[src/rtl/reg_file_mp.sv]
// Multi-port register file with byte-lane writes, same-cycle write forwarding,
// a per-register busy scoreboard and a DEPTH-cycle bulk clear sequence.
module reg_file_mp #(
    parameter  int WIDTH    = 32,
    parameter  int DEPTH    = 32,
    parameter  int ZERO_REG = 1,
    parameter  int BYPASS   = 1,
    localparam int ADDR_W   = $clog2(DEPTH),
    localparam int NB       = WIDTH / 8
) (
    input  logic              Clock,
    input  logic              Reset,
    input  logic              WrEn,
    input  logic [ADDR_W-1:0] WrAddr,
    input  logic [WIDTH-1:0]  WrData,
    input  logic [NB-1:0]     WrByteEn,
    input  logic [ADDR_W-1:0] RdAddrA,
    input  logic [ADDR_W-1:0] RdAddrB,
    output logic [WIDTH-1:0]  RdDataA,
    output logic [WIDTH-1:0]  RdDataB,
    input  logic              IssueEn,
    input  logic [ADDR_W-1:0] IssueAddr,
    output logic              BusyA,
    output logic              BusyB,
    input  logic              ClrStart,
    output logic              ClrBusy
);

    typedef enum logic {IDLE, CLEAR} state_t;

    state_t             state_q, state_d;
    logic               clr_busy_q;
    logic [ADDR_W-1:0]  cnt_q;
    logic [WIDTH-1:0]   regs_q [DEPTH];
    logic [DEPTH-1:0]   busy_q;

    logic               idle;
    logic               wr_ok;
    logic               iss_ok;
    logic [WIDTH-1:0]   wr_merged;
    logic               fwd_a, fwd_b;

    function automatic logic [WIDTH-1:0] byte_merge(input logic [WIDTH-1:0] old_d,
                                                    input logic [WIDTH-1:0] new_d,
                                                    input logic [NB-1:0]    be);
        logic [WIDTH-1:0] r;
        r = old_d;
        for (int i = 0; i < NB; i++) begin
            if (be[i]) r[i*8 +: 8] = new_d[i*8 +: 8];
        end
        return r;
    endfunction

    function automatic logic is_zero_reg(input logic [ADDR_W-1:0] a);
        return (ZERO_REG != 0) && (a == '0);
    endfunction

    assign idle      = (state_q == IDLE);
    assign wr_ok     = WrEn && idle && !is_zero_reg(WrAddr);
    assign iss_ok    = IssueEn && idle && !is_zero_reg(IssueAddr);
    assign wr_merged = byte_merge(regs_q[WrAddr], WrData, WrByteEn);

    // Forwarding only applies to writes that will actually land this edge.
    assign fwd_a = (BYPASS != 0) && wr_ok && (WrAddr == RdAddrA);
    assign fwd_b = (BYPASS != 0) && wr_ok && (WrAddr == RdAddrB);

    always_comb begin
        RdDataA = regs_q[RdAddrA];
        if (is_zero_reg(RdAddrA)) RdDataA = '0;
        else if (fwd_a)           RdDataA = wr_merged;
    end

    always_comb begin
        RdDataB = regs_q[RdAddrB];
        if (is_zero_reg(RdAddrB)) RdDataB = '0;
        else if (fwd_b)           RdDataB = wr_merged;
    end

    assign BusyA   = busy_q[RdAddrA] & ~fwd_a;
    assign BusyB   = busy_q[RdAddrB] & ~fwd_b;
    assign ClrBusy = clr_busy_q;

    always_comb begin
        state_d = state_q;
        case (state_q)
            IDLE:    if (ClrStart) state_d = CLEAR;
            CLEAR:   if (cnt_q == ADDR_W'(DEPTH - 1)) state_d = IDLE;
            default: state_d = IDLE;
        endcase
    end

    always_ff @(posedge Clock or negedge Reset) begin
        if (!Reset) begin
            state_q    <= IDLE;
            clr_busy_q <= 1'b0;
            cnt_q      <= '0;
        end else begin
            state_q    <= state_d;
            clr_busy_q <= (state_d == CLEAR);
            cnt_q      <= (state_q == CLEAR) ? cnt_q + 1'b1 : '0;
        end
    end

    always_ff @(posedge Clock or negedge Reset) begin
        if (!Reset) begin
            for (int i = 0; i < DEPTH; i++) regs_q[i] <= '0;
        end else if (state_q == CLEAR) begin
            regs_q[cnt_q] <= '0;
        end else if (wr_ok) begin
            regs_q[WrAddr] <= wr_merged;
        end
    end

    // Issue is applied after the write clear so a same-address issue wins.
    always_ff @(posedge Clock or negedge Reset) begin
        if (!Reset) begin
            busy_q <= '0;
        end else if (state_q == CLEAR) begin
            busy_q[cnt_q] <= 1'b0;
        end else begin
            if (wr_ok)  busy_q[WrAddr]    <= 1'b0;
            if (iss_ok) busy_q[IssueAddr] <= 1'b1;
        end
    end

endmodule

[config.mk]
export PLATFORM = sky130hd
export DESIGN_NAME = reg_file_mp
export DESIGN_NICKNAME = d
export VERILOG_FILES = /design/src/rtl/reg_file_mp.sv
export SDC_FILE = /design/constraint.sdc
export NUM_CORES = 2
export LEC_CHECK = 0
export CAP_MARGIN = 20
export CORE_ASPECT_RATIO = 1.25
export CORE_MARGIN = 10
export CORE_UTILIZATION = 40
export CTS_CLUSTER_DIAMETER = 50
export CTS_CLUSTER_SIZE = 20
export DETAILED_ROUTE_END_ITERATION = 8
export DONT_BUFFER_PORTS = 1
export GPL_TIMING_DRIVEN = 0
export HOLD_SLACK_MARGIN = 0.03
export MAX_ROUTING_LAYER = met4
export PLACE_DENSITY_LB_ADDON = 0.12
export REMOVE_ABC_BUFFERS = 1
export SYNTH_ARGS = -nofsm -noshare
export SYNTH_HDL_FRONTEND = slang
export SYNTH_SLANG_ARGS = --single-unit
export TNS_END_PERCENT = 100
[constraint.sdc]
create_clock -name Clock -period 11.8 [get_ports Clock]
set_clock_uncertainty 0.1 [all_clocks]
set_input_delay 2.36 -clock Clock [delete_from_list [all_inputs] [get_ports Clock]]
set_output_delay 2.36 -clock Clock [all_outputs]
set_load 0.05 [all_outputs]
==> out/metrics.csv <==
metric;value;unit
Critical Path RT;9.34;ns
status;finished with violations;
CTS H-tree lvls;4;
Hold Worst Slack;0.4152;ns
YS warnings;0;
Final #Nets;4750;
vias in the first global route;51954;
clock slew at reported path FFs;0.06;ns
Peak supply drop;0.1557;mV
post-route ant nets;0;
Routability Congestion;0.8379;
total track usage;35.67;%
leakage power;31.57;nW
max-cap violations;0;
Boundary Pins;128;
RSZ-0062 raised after global routing;false;
Seq/Total Area, Yosys;40.87;%
DIE HEIGHT;470.8;um
failing checks;max-slew violations;
Clock Latency Late Sink;0.82;ns
Critical Path End Type;output port;
Critical Path Start Type;primary input;
drt pass-1 iters;6;
DP HPWL;193900;um
largest net degree at the start of global routing;1063;
initial antenna violation count;27;
Primary FF master, synth;dfrtp_1;
min Tclk post-route;9.127;ns
Worst-Margin Slew;1.549;ns
die area;0.1792;mm2
WL per Instance;45.84;um
root buffer cell;clkbuf_16;
Mean Syn Cell Area;13.30;um2
core area;0.1616;mm2
Worst path slowest cell;buf_16;
Max stage delay on crit path;0.79;ns
Most Frequent Cell on Critical Path;buf_16;
PD cells;145.7;mW/mm2
critical path buffer and inverter count;3;
postcts setup bufs;0;
first-pass GRT wire length;439900;um
Fin. Hold Viols;0;
ys async rst share;100.0;%
FMAX;109.6;MHz
Syn Inst Count;4890;
Distinct cells, synth;86;
CTS tree;yes;
Max Root-Sink Buffers;3;
Tot Pwr;0.01097;W
via count;53883;
Hold Crit Class;reg -> reg;
Synth Register Bits;1062;
Fill cells;13913;
Post-synth EDFFs;0;
die width;380.6;um
Area Overhead vs Synth;15.77;%
Resized Gates After CTS;0;
hold bufs inserted after CTS;0;
total grt overflow;0;
Iter 0 DRT Violations;8591;
max-slew violations;33;
Worst EP arrival;6.67;ns
final period utilization;77.35;%
Vias/cell;7.695;
Crit path max-delay family;buffers and inverters;
fraction of layout cells with a size suffix above 1;28.37;%
crit-path cells;buf_16 > buf_16 > mux4_2 > nand2_1 > and4bb_2 > a32oi_2 > buf_16 > nand2_1 > nand3_1;
final setup vio count;0;
clk sinks;1062;
fin util;46.57;%
DRC;0;
Syn Std Cell Area;0.06503;mm2
Slew headroom;-3.283;%
FP Rows;165;
Num CTS Buffers;134;
port bufs;0;
critical setup path kind;in -> out;
starting density of the core;40.23;%
DRT Wirelength;320900;um
Max FO, Critical Path;162;
[flip-flops by register name (all words and copies together), names as in the netlist]
register	count
busy_q	32
regs_q	1024
ClrBusy	1
cnt_q	5
[layer usage]
layer	global-route usage [%]	vias to the layer above	share of wire [%]
met5	-	-	0
met4	22.03	0	7.2
met3	12.03	1152	13
met2	49.38	4568	43
met1	44.73	28583	37
li1	-	19580	-
[per-stage QoR]
step                      area, um2  setup slack, ns  setup TNS (ns)  instances
after detailed placement      70110            2.955               0       6703
after floorplan               61820            3.522               0       4304
after global placement        64540           -9.745        -3916.34       6475
after CTS                     74890            2.954               0       6949
final                         75280            2.673               0       7002
after global routing          75260            2.726               0       6994
[path summary, 6_finish.rpt]
| check | start | to | slack [ns] | depth (start not counted) |
|---|---|---|---|---|
| worst min-delay path | busy_q[7] | busy_q[7] | 0.42 | 1 |
| min in group asynchronous | Reset | regs_q[631] | 1.17 | 0 |
| worst max register to register | ClrBusy | regs_q[929] | 7.32 | 11 |
| max in group asynchronous | Reset | regs_q[86] | 7.39 | 3 |
| worst min register to register | busy_q[7] | busy_q[7] | 0.42 | 1 |
| worst max-delay path | WrAddr[1] | RdDataA[17] | 2.67 | 9 |
[layout make-up]
cell class | instances | area [um2] | share of cell area [%]
Clock inverter | 88 | 1132 | 1.504
Tap cell | 2171 | 2716 | 3.608
Clock buffer | 158 | 3640 | 4.835
Multi-Input combinational cell | 3214 | 36000 | 47.82
Sequential cell | 1062 | 26580 | 35.30
Antenna cell | 37 | 92.59 | 0.1230
Timing Repair Buffer | 244 | 5025 | 6.674
Inverter | 28 | 105.1 | 0.1396
[cell usage after synthesis (5+ instances only)]
master     count  share of area (%)
xor2_1         5              0.067
o211ai_1      60               0.69
inv_1         27               0.16
o21ai_1        6              0.046
a221oi_1      17               0.23
and3_1        10              0.096
nand3_1       23               0.18
a22o_1       884                 12
buf_4         70               0.81
a32oi_1       23               0.31
and2_1        56               0.54
o32ai_1        5              0.067
o2111ai_1      7              0.094
o22ai_1       84               0.81
a2111oi_2      6               0.14
o21ai_0      127               0.98
a31oi_1       14               0.13
nand4_1       11               0.11
ha_1           5              0.096
buf_2        127               0.98
nor2_1        71               0.41
mux2i_1      311                4.8
mux2_2        11               0.19
mux4_1        17               0.69
nand2b_1      16               0.15
nor3_1        26               0.20
buf_6         42               0.73
a211oi_1      27               0.31
clkbuf_1     271                1.6
buf_12         7               0.22
a21o_1        10               0.12
mux4_2       715                 25
a32o_1         8               0.12
a22oi_1       75               0.87
a32oi_2       16               0.40
dfrtp_1     1062                 41
xnor2_1        6              0.081
nor2b_1       42               0.40
buf_1         54               0.31
buf_8         13               0.30
nand2_1      349                2.0
nor4_1        15               0.14
a21oi_1       77               0.59
[report_power, final]
group          total [W]  internal (W)  switching [W]
combinational    0.00227      0.000921        0.00134
clock            0.00454       0.00263        0.00191
sequential       0.00416       0.00387       0.000288
total             0.0110       0.00743        0.00354
[kinds of logic after synthesis]
group,synth area share [%]
flip-flops,40.87
AND/OR/NAND/NOR,4.989
XOR/XNOR,0.1482
AO/OA/AOI/OAI,18.38
adder cells (fa/ha/maj),0.09620
multiplexers,30.43
buffers and inverters,5.091
[worst reg2reg max path, cell delays in order, from the launching register on]
cell and delay, ns:
dfrtp_1 0.65, buf_16 0.30, nand2b_1 0.26, nor2_4 0.59, buf_12 0.31, buf_12 0.26, and2_1 0.78, a21oi_4 0.31
buf_16 0.28, buf_12 0.18, a21o_1 0.21, a22o_1 0.17
[cell usage in the layout, fill, tap and decap left out, types with 37 or more instances in the layout]
master / synthesis / layout
a21oi_1: 77 / 63
a22o_1: 884 / 884
a22oi_1: 75 / 75
and2_1: 56 / 48
buf_12: 7 / 69
buf_16: 0 / 95
buf_8: 13 / 40
clkbuf_16: 0 / 139
dfrtp_1: 1062 / 1062
diode_2: 0 / 37
mux2i_1: 311 / 311
mux4_2: 715 / 715
nand2_1: 349 / 348
nor2_1: 71 / 49
o211ai_1: 60 / 60
o21ai_0: 127 / 112
o22ai_1: 84 / 84
(Power assumes the default switching activity.)
